## src/rtl/hid_typer_pkg.sv

```systemverilog
// Shared constants for the HID typer: modifier bits, FSM state codes,
// named key usages and the keymap lookup result type.
package hid_typer_pkg;

    // HID modifier byte bits
    localparam logic [7:0] MOD_LCTRL  = 8'h01;
    localparam logic [7:0] MOD_LSHIFT = 8'h02;
    localparam logic [7:0] MOD_RALT   = 8'h40;

    // FSM state encodings
    localparam logic [2:0] ST_IDLE    = 3'd0;
    localparam logic [2:0] ST_PRESS   = 3'd1;
    localparam logic [2:0] ST_HOLD    = 3'd2;
    localparam logic [2:0] ST_RELEASE = 3'd3;
    localparam logic [2:0] ST_GAP     = 3'd4;

    // Named HID usage codes; Enter is the keypad Enter used for line feed
    localparam logic [7:0] KEY_RETURN    = 8'h28;
    localparam logic [7:0] KEY_ESCAPE    = 8'h29;
    localparam logic [7:0] KEY_BACKSPACE = 8'h2A;
    localparam logic [7:0] KEY_TAB       = 8'h2B;
    localparam logic [7:0] KEY_DELETE    = 8'h4C;
    localparam logic [7:0] KEY_ENTER     = 8'h58;

    typedef struct packed {
        logic [7:0] mod;
        logic [7:0] key;
        logic       hit;
    } keymap_t;

endpackage

```

## src/rtl/ascii_keymap.sv

```systemverilog
// Combinational ASCII to Spanish-layout HID lookup: {modifier, usage, hit}.
module ascii_keymap
    import hid_typer_pkg::*;
(
    input  logic [7:0] i_byte,
    output keymap_t    o_map
);

    // Letters and digits by offset, everything else by explicit table
    always_comb begin
        o_map     = '0;
        o_map.hit = 1'b1;
        if (i_byte >= 8'h61 && i_byte <= 8'h7A) begin
            o_map.key = i_byte - 8'h5D;
        end else if (i_byte >= 8'h41 && i_byte <= 8'h5A) begin
            o_map.mod = MOD_LSHIFT;
            o_map.key = i_byte - 8'h3D;
        end else if (i_byte >= 8'h31 && i_byte <= 8'h39) begin
            o_map.key = i_byte - 8'h13;
        end else begin
            case (i_byte)
                8'h30: o_map.key = 8'h27;
                // shifted digit row
                8'h21: begin o_map.mod = MOD_LSHIFT; o_map.key = 8'h1E; end
                8'h22: begin o_map.mod = MOD_LSHIFT; o_map.key = 8'h1F; end
                8'h24: begin o_map.mod = MOD_LSHIFT; o_map.key = 8'h21; end
                8'h25: begin o_map.mod = MOD_LSHIFT; o_map.key = 8'h22; end
                8'h26: begin o_map.mod = MOD_LSHIFT; o_map.key = 8'h23; end
                8'h2F: begin o_map.mod = MOD_LSHIFT; o_map.key = 8'h24; end
                8'h28: begin o_map.mod = MOD_LSHIFT; o_map.key = 8'h25; end
                8'h29: begin o_map.mod = MOD_LSHIFT; o_map.key = 8'h26; end
                8'h3D: begin o_map.mod = MOD_LSHIFT; o_map.key = 8'h27; end
                // AltGr symbols
                8'h7C: begin o_map.mod = MOD_RALT; o_map.key = 8'h1E; end
                8'h40: begin o_map.mod = MOD_RALT; o_map.key = 8'h1F; end
                8'h23: begin o_map.mod = MOD_RALT; o_map.key = 8'h20; end
                8'h7E: begin o_map.mod = MOD_RALT; o_map.key = 8'h21; end
                8'h5B: begin o_map.mod = MOD_RALT; o_map.key = 8'h2F; end
                8'h5D: begin o_map.mod = MOD_RALT; o_map.key = 8'h30; end
                8'h7D: begin o_map.mod = MOD_RALT; o_map.key = 8'h32; end
                8'h7B: begin o_map.mod = MOD_RALT; o_map.key = 8'h34; end
                8'h5C: begin o_map.mod = MOD_RALT; o_map.key = 8'h35; end
                // unshifted punctuation
                8'h27: o_map.key = 8'h2D;
                8'h60: o_map.key = 8'h2F;
                8'h2B: o_map.key = 8'h30;
                8'h2C: o_map.key = 8'h36;
                8'h2E: o_map.key = 8'h37;
                8'h2D: o_map.key = 8'h38;
                8'h3C: o_map.key = 8'h64;
                8'h20: o_map.key = 8'h2C;
                // shifted punctuation
                8'h3F: begin o_map.mod = MOD_LSHIFT; o_map.key = 8'h2D; end
                8'h5E: begin o_map.mod = MOD_LSHIFT; o_map.key = 8'h2F; end
                8'h2A: begin o_map.mod = MOD_LSHIFT; o_map.key = 8'h30; end
                8'h3B: begin o_map.mod = MOD_LSHIFT; o_map.key = 8'h36; end
                8'h3A: begin o_map.mod = MOD_LSHIFT; o_map.key = 8'h37; end
                8'h5F: begin o_map.mod = MOD_LSHIFT; o_map.key = 8'h38; end
                8'h3E: begin o_map.mod = MOD_LSHIFT; o_map.key = 8'h64; end
                // control keys that have their own usage
                8'h08: o_map.key = KEY_BACKSPACE;
                8'h09: o_map.key = KEY_TAB;
                8'h0A: o_map.key = KEY_ENTER;
                8'h0D: o_map.key = KEY_RETURN;
                8'h1B: o_map.key = KEY_ESCAPE;
                8'h7F: o_map.key = KEY_DELETE;
                default: begin
                    // remaining ^A..^Z become Ctrl+letter
                    if (i_byte >= 8'h01 && i_byte <= 8'h1A) begin
                        o_map.mod = MOD_LCTRL;
                        o_map.key = i_byte + 8'h03;
                    end else begin
                        o_map.hit = 1'b0;
                    end
                end
            endcase
        end
    end

endmodule

```

## src/rtl/hid_typer.sv

```systemverilog
// Turns accepted ASCII characters into timed press/release HID reports.
module hid_typer
    import hid_typer_pkg::*;
#(
    parameter int unsigned HOLD_CYCLES = 16,
    parameter int unsigned GAP_CYCLES  = 16
) (
    input  logic       i_clk,
    input  logic       i_rst,
    input  logic [7:0] i_byte,
    input  logic       i_valid,
    output logic       o_ready,
    output logic [7:0] o_mod,
    output logic [7:0] o_key,
    output logic       o_rep_valid,
    input  logic       i_rep_ready,
    output logic       o_err
);

    // GAP_LOAD is only used when GAP_CYCLES is non-zero
    localparam logic [15:0] HOLD_LOAD = 16'(HOLD_CYCLES - 1);
    localparam logic [15:0] GAP_LOAD  = 16'(GAP_CYCLES - 1);

    logic [2:0]  state_q, state_d;
    logic [15:0] cnt_q, cnt_d;
    logic [7:0]  mod_q, mod_d;
    logic [7:0]  key_q, key_d;
    logic        err_q, err_d;
    keymap_t     key_map;

    ascii_keymap u_keymap (
        .i_byte (i_byte),
        .o_map  (key_map)
    );

    // Next-state, counter and report register update
    always_comb begin
        state_d = state_q;
        cnt_d   = cnt_q;
        mod_d   = mod_q;
        key_d   = key_q;
        err_d   = 1'b0;
        case (state_q)
            ST_IDLE: begin
                if (i_valid) begin
                    if (key_map.hit) begin
                        state_d = ST_PRESS;
                        mod_d   = key_map.mod;
                        key_d   = key_map.key;
                    end else begin
                        err_d = 1'b1;
                    end
                end
            end
            ST_PRESS: begin
                if (i_rep_ready) begin
                    state_d = ST_HOLD;
                    cnt_d   = HOLD_LOAD;
                    // clearing here makes the release report all-zero
                    mod_d   = 8'h00;
                    key_d   = 8'h00;
                end
            end
            ST_HOLD: begin
                if (cnt_q == 16'd0) begin
                    state_d = ST_RELEASE;
                end else begin
                    cnt_d = cnt_q - 16'd1;
                end
            end
            ST_RELEASE: begin
                if (i_rep_ready) begin
                    if (GAP_CYCLES == 0) begin
                        state_d = ST_IDLE;
                    end else begin
                        state_d = ST_GAP;
                        cnt_d   = GAP_LOAD;
                    end
                end
            end
            ST_GAP: begin
                if (cnt_q == 16'd0) begin
                    state_d = ST_IDLE;
                end else begin
                    cnt_d = cnt_q - 16'd1;
                end
            end
            default: state_d = ST_IDLE;
        endcase
    end

    // State registers with asynchronous reset
    always_ff @(posedge i_clk or posedge i_rst) begin
        if (i_rst) begin
            state_q <= ST_IDLE;
            cnt_q   <= 16'd0;
            mod_q   <= 8'h00;
            key_q   <= 8'h00;
            err_q   <= 1'b0;
        end else begin
            state_q <= state_d;
            cnt_q   <= cnt_d;
            mod_q   <= mod_d;
            key_q   <= key_d;
            err_q   <= err_d;
        end
    end

    // Outputs decoded from registered state
    always_comb begin
        o_ready     = (state_q == ST_IDLE);
        o_rep_valid = (state_q == ST_PRESS) || (state_q == ST_RELEASE);
        o_mod       = mod_q;
        o_key       = key_q;
        o_err       = err_q;
    end

endmodule

```

## config.mk

```make
export PLATFORM = sky130hd
export DESIGN_NAME = hid_typer
export DESIGN_NICKNAME = d
export VERILOG_FILES = /design/src/rtl/hid_typer_pkg.sv /design/src/rtl/ascii_keymap.sv /design/src/rtl/hid_typer.sv
export SDC_FILE = /design/constraint.sdc
export NUM_CORES = 1
export LEC_CHECK = 0
export ABC_AREA = 1
export BUFFER_PORTS_ARGS = -buffer_cell sky130_fd_sc_hd__clkbuf_2
export CAP_MARGIN = 20
export CORE_ASPECT_RATIO = 1.2
export CORE_UTILIZATION = 38
export DETAILED_ROUTE_END_ITERATION = 12
export HOLD_SLACK_MARGIN = 0.12
export SETUP_SLACK_MARGIN = 0.15
export SYNTH_ARGS = -nofsm -noshare
export SYNTH_HDL_FRONTEND = slang
export SYNTH_SLANG_ARGS = --single-unit
```

## constraint.sdc

```tcl
create_clock -name i_clk -period 2 [get_ports i_clk]
set_input_delay 0.1 -clock i_clk [delete_from_list [all_inputs] [get_ports i_clk]]
set_output_delay 0.1 -clock i_clk [all_outputs]
set_load 0.02 [all_outputs]
```

Yosys cells after proc, flatten, opt, wreduce, memory -nomap -nowiden
Cells that the tools add are included.
{"block": "word_totals", "word_cells": 132, "output_inout_bits": 19, "reg_bits": 36}
{"block": "classes", "add_sub_neg": 5, "magnitude_cmp": 8, "n_eq_ne": 52, "reduce_logical": 29, "mux": 33}
{"op": "$pmux 8 s27", "n": 1}
{"op": "$eq 8x6->1 const B", "n": 23}
{"op": "$eq 8x7->1 const B", "n": 12}
{"op": "$mux 8", "n": 9}
{"op": "$mux 16", "n": 3}
{"op": "$reduce_or 40->1", "n": 1}
{"op": "$eq 8x4->1 const B", "n": 4}
{"op": "$pmux 16 s2", "n": 1}
{"op": "$pmux 8 s2", "n": 2}
{"op": "$pmux 8 s3", "n": 1}
{"op": "$reduce_or 2->1", "n": 11}
{"op": "$mux 3", "n": 6}
{"op": "$ge 8x7->1 const B", "n": 2}
{"op": "$le 8x7->1 const B", "n": 2}
{"op": "$logic_not 16->1", "n": 1}
{"op": "$reduce_or 16->1", "n": 1}
{"op": "$sub 16x1->16 const B", "n": 1}
{"op": "$pmux 3 s5", "n": 1}
{"op": "$reduce_or 15->1", "n": 1}
{"op": "$ne 2x2->1 const B", "n": 6}
{"op": "$mux 9", "n": 1}
{"op": "$reduce_or 9->1", "n": 1}
{"op": "$add 8x2->8 const B", "n": 1}
{"op": "$eq 8x5->1 const B", "n": 1}
{"op": "20 further kinds", "n": 34}

Depth between registers and ports, before layout
{"block": "logic_depth", "depth_word": 10, "ltp_mapped": 16, "ltp_nobuf": 16}

Modules after synthesis
A second synthesis with hierarchy kept.
{"block": "unflattened", "cells_unflattened": 537, "hier_area_um2": 3334.4}
{"mod": "hid_typer", "cells_per_inst": 266, "n_inst": 1, "area_each_um2": 1936.9}
{"mod": "ascii_keymap", "cells_per_inst": 271, "n_inst": 1, "area_each_um2": 1397.6}

Worst setup path before layout
Ideal clock, no wire load.
{"block": "synth_path", "path_type": "register -> register", "from": "reg cnt_q[0]", "to": "reg cnt_q[14]", "n_path_buf": 1, "arrival_ns": 1.720, "stages_incl_launch_ff": 15, "path_slack_ns": 0.158, "required_time_ns": 1.878, "cell_sequence": "dfrtp_1 inv_1 ha_1 inv_1 nor3_1 nand3_1 nor3_1 nand2_1 nand3_1 buf_2 nor2_1 nand2_1 o21ai_0 nand2_1 nor2_1"}
{"block": "synth_via", "elab_chain_cells": 3}
{"element": "start: declaration", "line_no": "hid_typer.sv:25", "rtl": "logic [15:0] cnt_q, cnt_d;"}
{"element": "start signal: assignment", "line_no": "hid_typer.sv:102", "rtl": "cnt_q <= cnt_d;"}
{"element": "$sub 16x1->16 or $logic_not 16->1 (tied branches)"}
{"element": "$mux 16 or $ne 2x2->1 (tied branches)"}
{"element": "$pmux 16 s2 or $reduce_and 3->1 (tied branches)"}
Parallel ways exist; a longest one is shown, timed or not. The select of a mux whose other input is x is not followed.
A chain may end at the register's enable or synchronous reset.

Final worst setup path
{"block": "layout_path", "from": "reg cnt_q[0]", "to": "reg state_q[0]"}
{"block": "layout_via", "elab_chain_cells": 3}
{"element": "$logic_not 16->1 (*)", "line_no": "hid_typer.sv:65, hid_typer.sv:82"}
{"element": "$ne 2x2->1 (no source line)"}
{"element": "$reduce_and 6->1 (no source line) (*)"}
{"element": "end signal: assignment", "line_no": "hid_typer.sv:101", "rtl": "state_q <= state_d;"}
{"element": "end: declaration", "line_no": "hid_typer.sv:24", "rtl": "logic [2:0] state_q, state_d;"}
Mark *: on every way between the ends. The rest lies on a longest branch, timed or not.

==> metrics.csv <==
stage,metric,value,unit
synth,yosysUniqueCellTypes,37,
synth,seq_area_frac_synth,0.2658,
run_status,violations,setup timing,
sta,slew_violations,0,
cts,clk_path_buf_depth,2,
synth,syn-cell-area,2919,sq um
sta,setup_violations,3,
cts,cts_root_buf,clkbuf_8,
cts,insertion_delay,0.29,ns
job,cap_violations,0,
worst_hold_path,holdCritStartpoint,i_rep_ready,
route,routed_via_density,5.127,
grt,grt_pass1_vias,3265,
synth,synth-main-ff-cell,dfrtp_1,
critical_path,worstPathRequired,2.20,ns
sta,fin_crit,2.073,ns
cts,cts_buffers,5,
floorplan,io_pins,31,
critical_path,critical_path_class,reg -> reg,
critical_path,reg2reg_slack,-0.07,ns
synth,synth-seq-cells,31,
floorplan,initial_core_util,0.3966,
critical_path,path_max_fanout,3,
cts,ctsHtreeMaxLevel,2,
grt,grtUsageTotal,0.2435,
floorplan,die_x,82.01,um
cts,cts.clk_slew.worst_paths,0.07,ns
cells_and_area,area_growth,32.02,%
power_and_ir_drop,leakage,2.043,nW
synth,synth_edf_count,0,
synth,ys_async_sr_fraction,1.000,
worst_hold_path,hold_class,in -> reg,
critical_path,endpoint_kind,flip-flop,
route,first_iter_violations,117,
critical_path,cp.arrival,2.28,ns
grt,antenna_found_initial,0,
critical_path,worst_setup_path_start_kind,flip-flop,
floorplan,coreArea,7360,sq um
sta,period_share,1.036,
place,port_buffers,25,
cells_and_area,fill_cells,735,
grt,grt_pass1_wl,15010,um
sta,hold_viol_final,0,
route,drc,0,
run_status,status,"finished, violations left",
synth,synth_cells,482,
route,routedWlPerCell,14.70,um
power_and_ir_drop,power.total,3.256,mW
grt,grt_max_degree,32,
place,post-place-ws,-0.1261,ns
critical_path,worstRegToRegCells,11,
floorplan,die_y,98.01,um
cts,clock_sinks,31,
cells_and_area,nets,579,
sta,fin_skew,0.01065,ns
sta,fmax,482.4,MHz
critical_path,endpoint,state_q[0],
sta,fin_ws,-0.07286,ns
grt,grt_overflow,0,
critical_path,r2r_end,state_q[0],
critical_path,worstReg2RegStart,cnt_q[0],
floorplan,num_rows,34,
route,firstDrtPassIters,4,
route,dr_total_vias,3338,
power_and_ir_drop,peakVddDrop,984.4,uV
critical_path,crit_start,cnt_q[0],
floorplan,die-area,8038,sq um
place,place_hpwl,7573,um
synth,yosys_warnings,0,
cells_and_area,diodes,0,
power_and_ir_drop,power.density,845.0,nW/um^2
cells_and_area,final_util,0.5236,
route,ant_nets,0,
cells_and_area,final_cell_mix,"nand2_1, nor2_1, inv_1, buf_4, nand3_1",
cts,cts_tree,done,
synth,synth.avg_cell_area,6.056,sq um
route,wirelength,9572,um
cells_and_area,final_layout_size_suffix_gt1_frac,0.2781,
place,place.gp.congestion,0.9791,
cells_and_area,layout_commonest_cell,nand2_1,
sta,grt_setup_unrepaired,true,
[worst min path at each step]
stage / to / cells past startpoint / slack, ns
5_1_grt: state_q[0] / 4 / 0.29
2_1_floorplan: cnt_q[0] / 1 / 0.20
6_report: state_q[0] / 4 / 0.27
3_5_place_dp: cnt_q[1] / 3 / 0.18
3_3_place_gp: cnt_q[1] / 3 / 0.18
4_1_cts: state_q[0] / 4 / 0.25
[stage by stage]
stage,hold WS (ns),TNS [ns],cells,area (sq um)
global route,0.2899,-0.7276,651,3854
CTS,0.2468,0,648,3598
global placement,0.1814,-1.373,638,3457
finish,0.2700,-0.1420,651,3854
detailed placement,0.1846,-1.253,638,3457
floorplan,0.2035,0,486,2934
[power by group]
| group | total, mW | internal (mW) | switching, mW |
|---|---|---|---|
| registers | 0.850 | 0.757 | 0.0937 |
| clock network | 0.542 | 0.314 | 0.228 |
| logic | 1.86 | 0.694 | 1.17 |
[repair_timing]
action	in CTS	in global routing
setup buffers	0	3
pin swaps	0	19
endpoints found under the hold margin	32	0
gates resized for setup	7	74
setup endpoints to repair	18	30
hold buffers	2	0
[cells in the mapped netlist, types with 3 or more instances]
cell type	instances	area, sq um
nand2_1	130	488.0
nor2_1	83	311.6
inv_1	53	198.9
nand3_1	42	210.2
dfrtp_1	31	775.7
o21ai_0	27	135.1
a21oi_1	16	80.08
nor3_1	15	75.07
buf_4	9	67.56
ha_1	7	87.58
nand4_1	7	43.79
nor2_2	7	43.79
o21ai_1	7	35.03
inv_2	6	22.52
xor2_1	6	52.55
xnor2_1	4	35.03
a31oi_1	3	18.77
nand3b_1	3	22.52
o21a_1	3	22.52
o31ai_1	3	22.52
[cell families (layout without fill, tap and decap cells)]
kind of cell	after synthesis	after routing	synth area share
xor gates and xnor gates	10	10	0.03000
other	1	5	0.001285
and+or+nand+nor	299	299	0.4471
buffers and inverters	71	146	0.1084
adders and majority gates	7	7	0.03000
DFF	31	31	0.2658
AOI/OAI and AO/OA	63	63	0.1174
[final cells by class]
| cell class | count | area (sq um) | share of cell area |
|---|---|---|---|
| flip-flops and latches | 31 | 775.7 | 0.2013 |
| multi-input cells | 384 | 2066 | 0.5360 |
| inverters | 59 | 229.0 | 0.05942 |
| repair buffers | 79 | 570.5 | 0.1481 |
| clock buffers | 8 | 100.1 | 0.02597 |
| well taps | 90 | 112.6 | 0.02922 |
[per-layer routing]
metal  vias to the layer above  wire length, um  track usage
li1                       1698                -            -
met2                        85             4808       0.4253
met4                         0              488       0.1565
met1                      1521             3936       0.2651
met3                        34              338      0.03551
met5                         -                0            0
[registers in the layout (all words and copies together), names as in the netlist]
register / flops
cnt_q: 16
o_key: 8
o_mod: 3
state_q: 3
o_err: 1
[worst max-delay path, stage by stage (launching register included)]
cell,delay [ns]
dfrtp_1,0.39
inv_2,0.08
ha_4,0.13
inv_4,0.04
nor3_4,0.22
nand2_2,0.13
nor3_4,0.28
nand3_2,0.12
o21ai_2,0.18
nand2_1,0.06
nand3b_1,0.19
o21ai_1,0.17
Note: power is estimated with default switching activity, not from simulation.
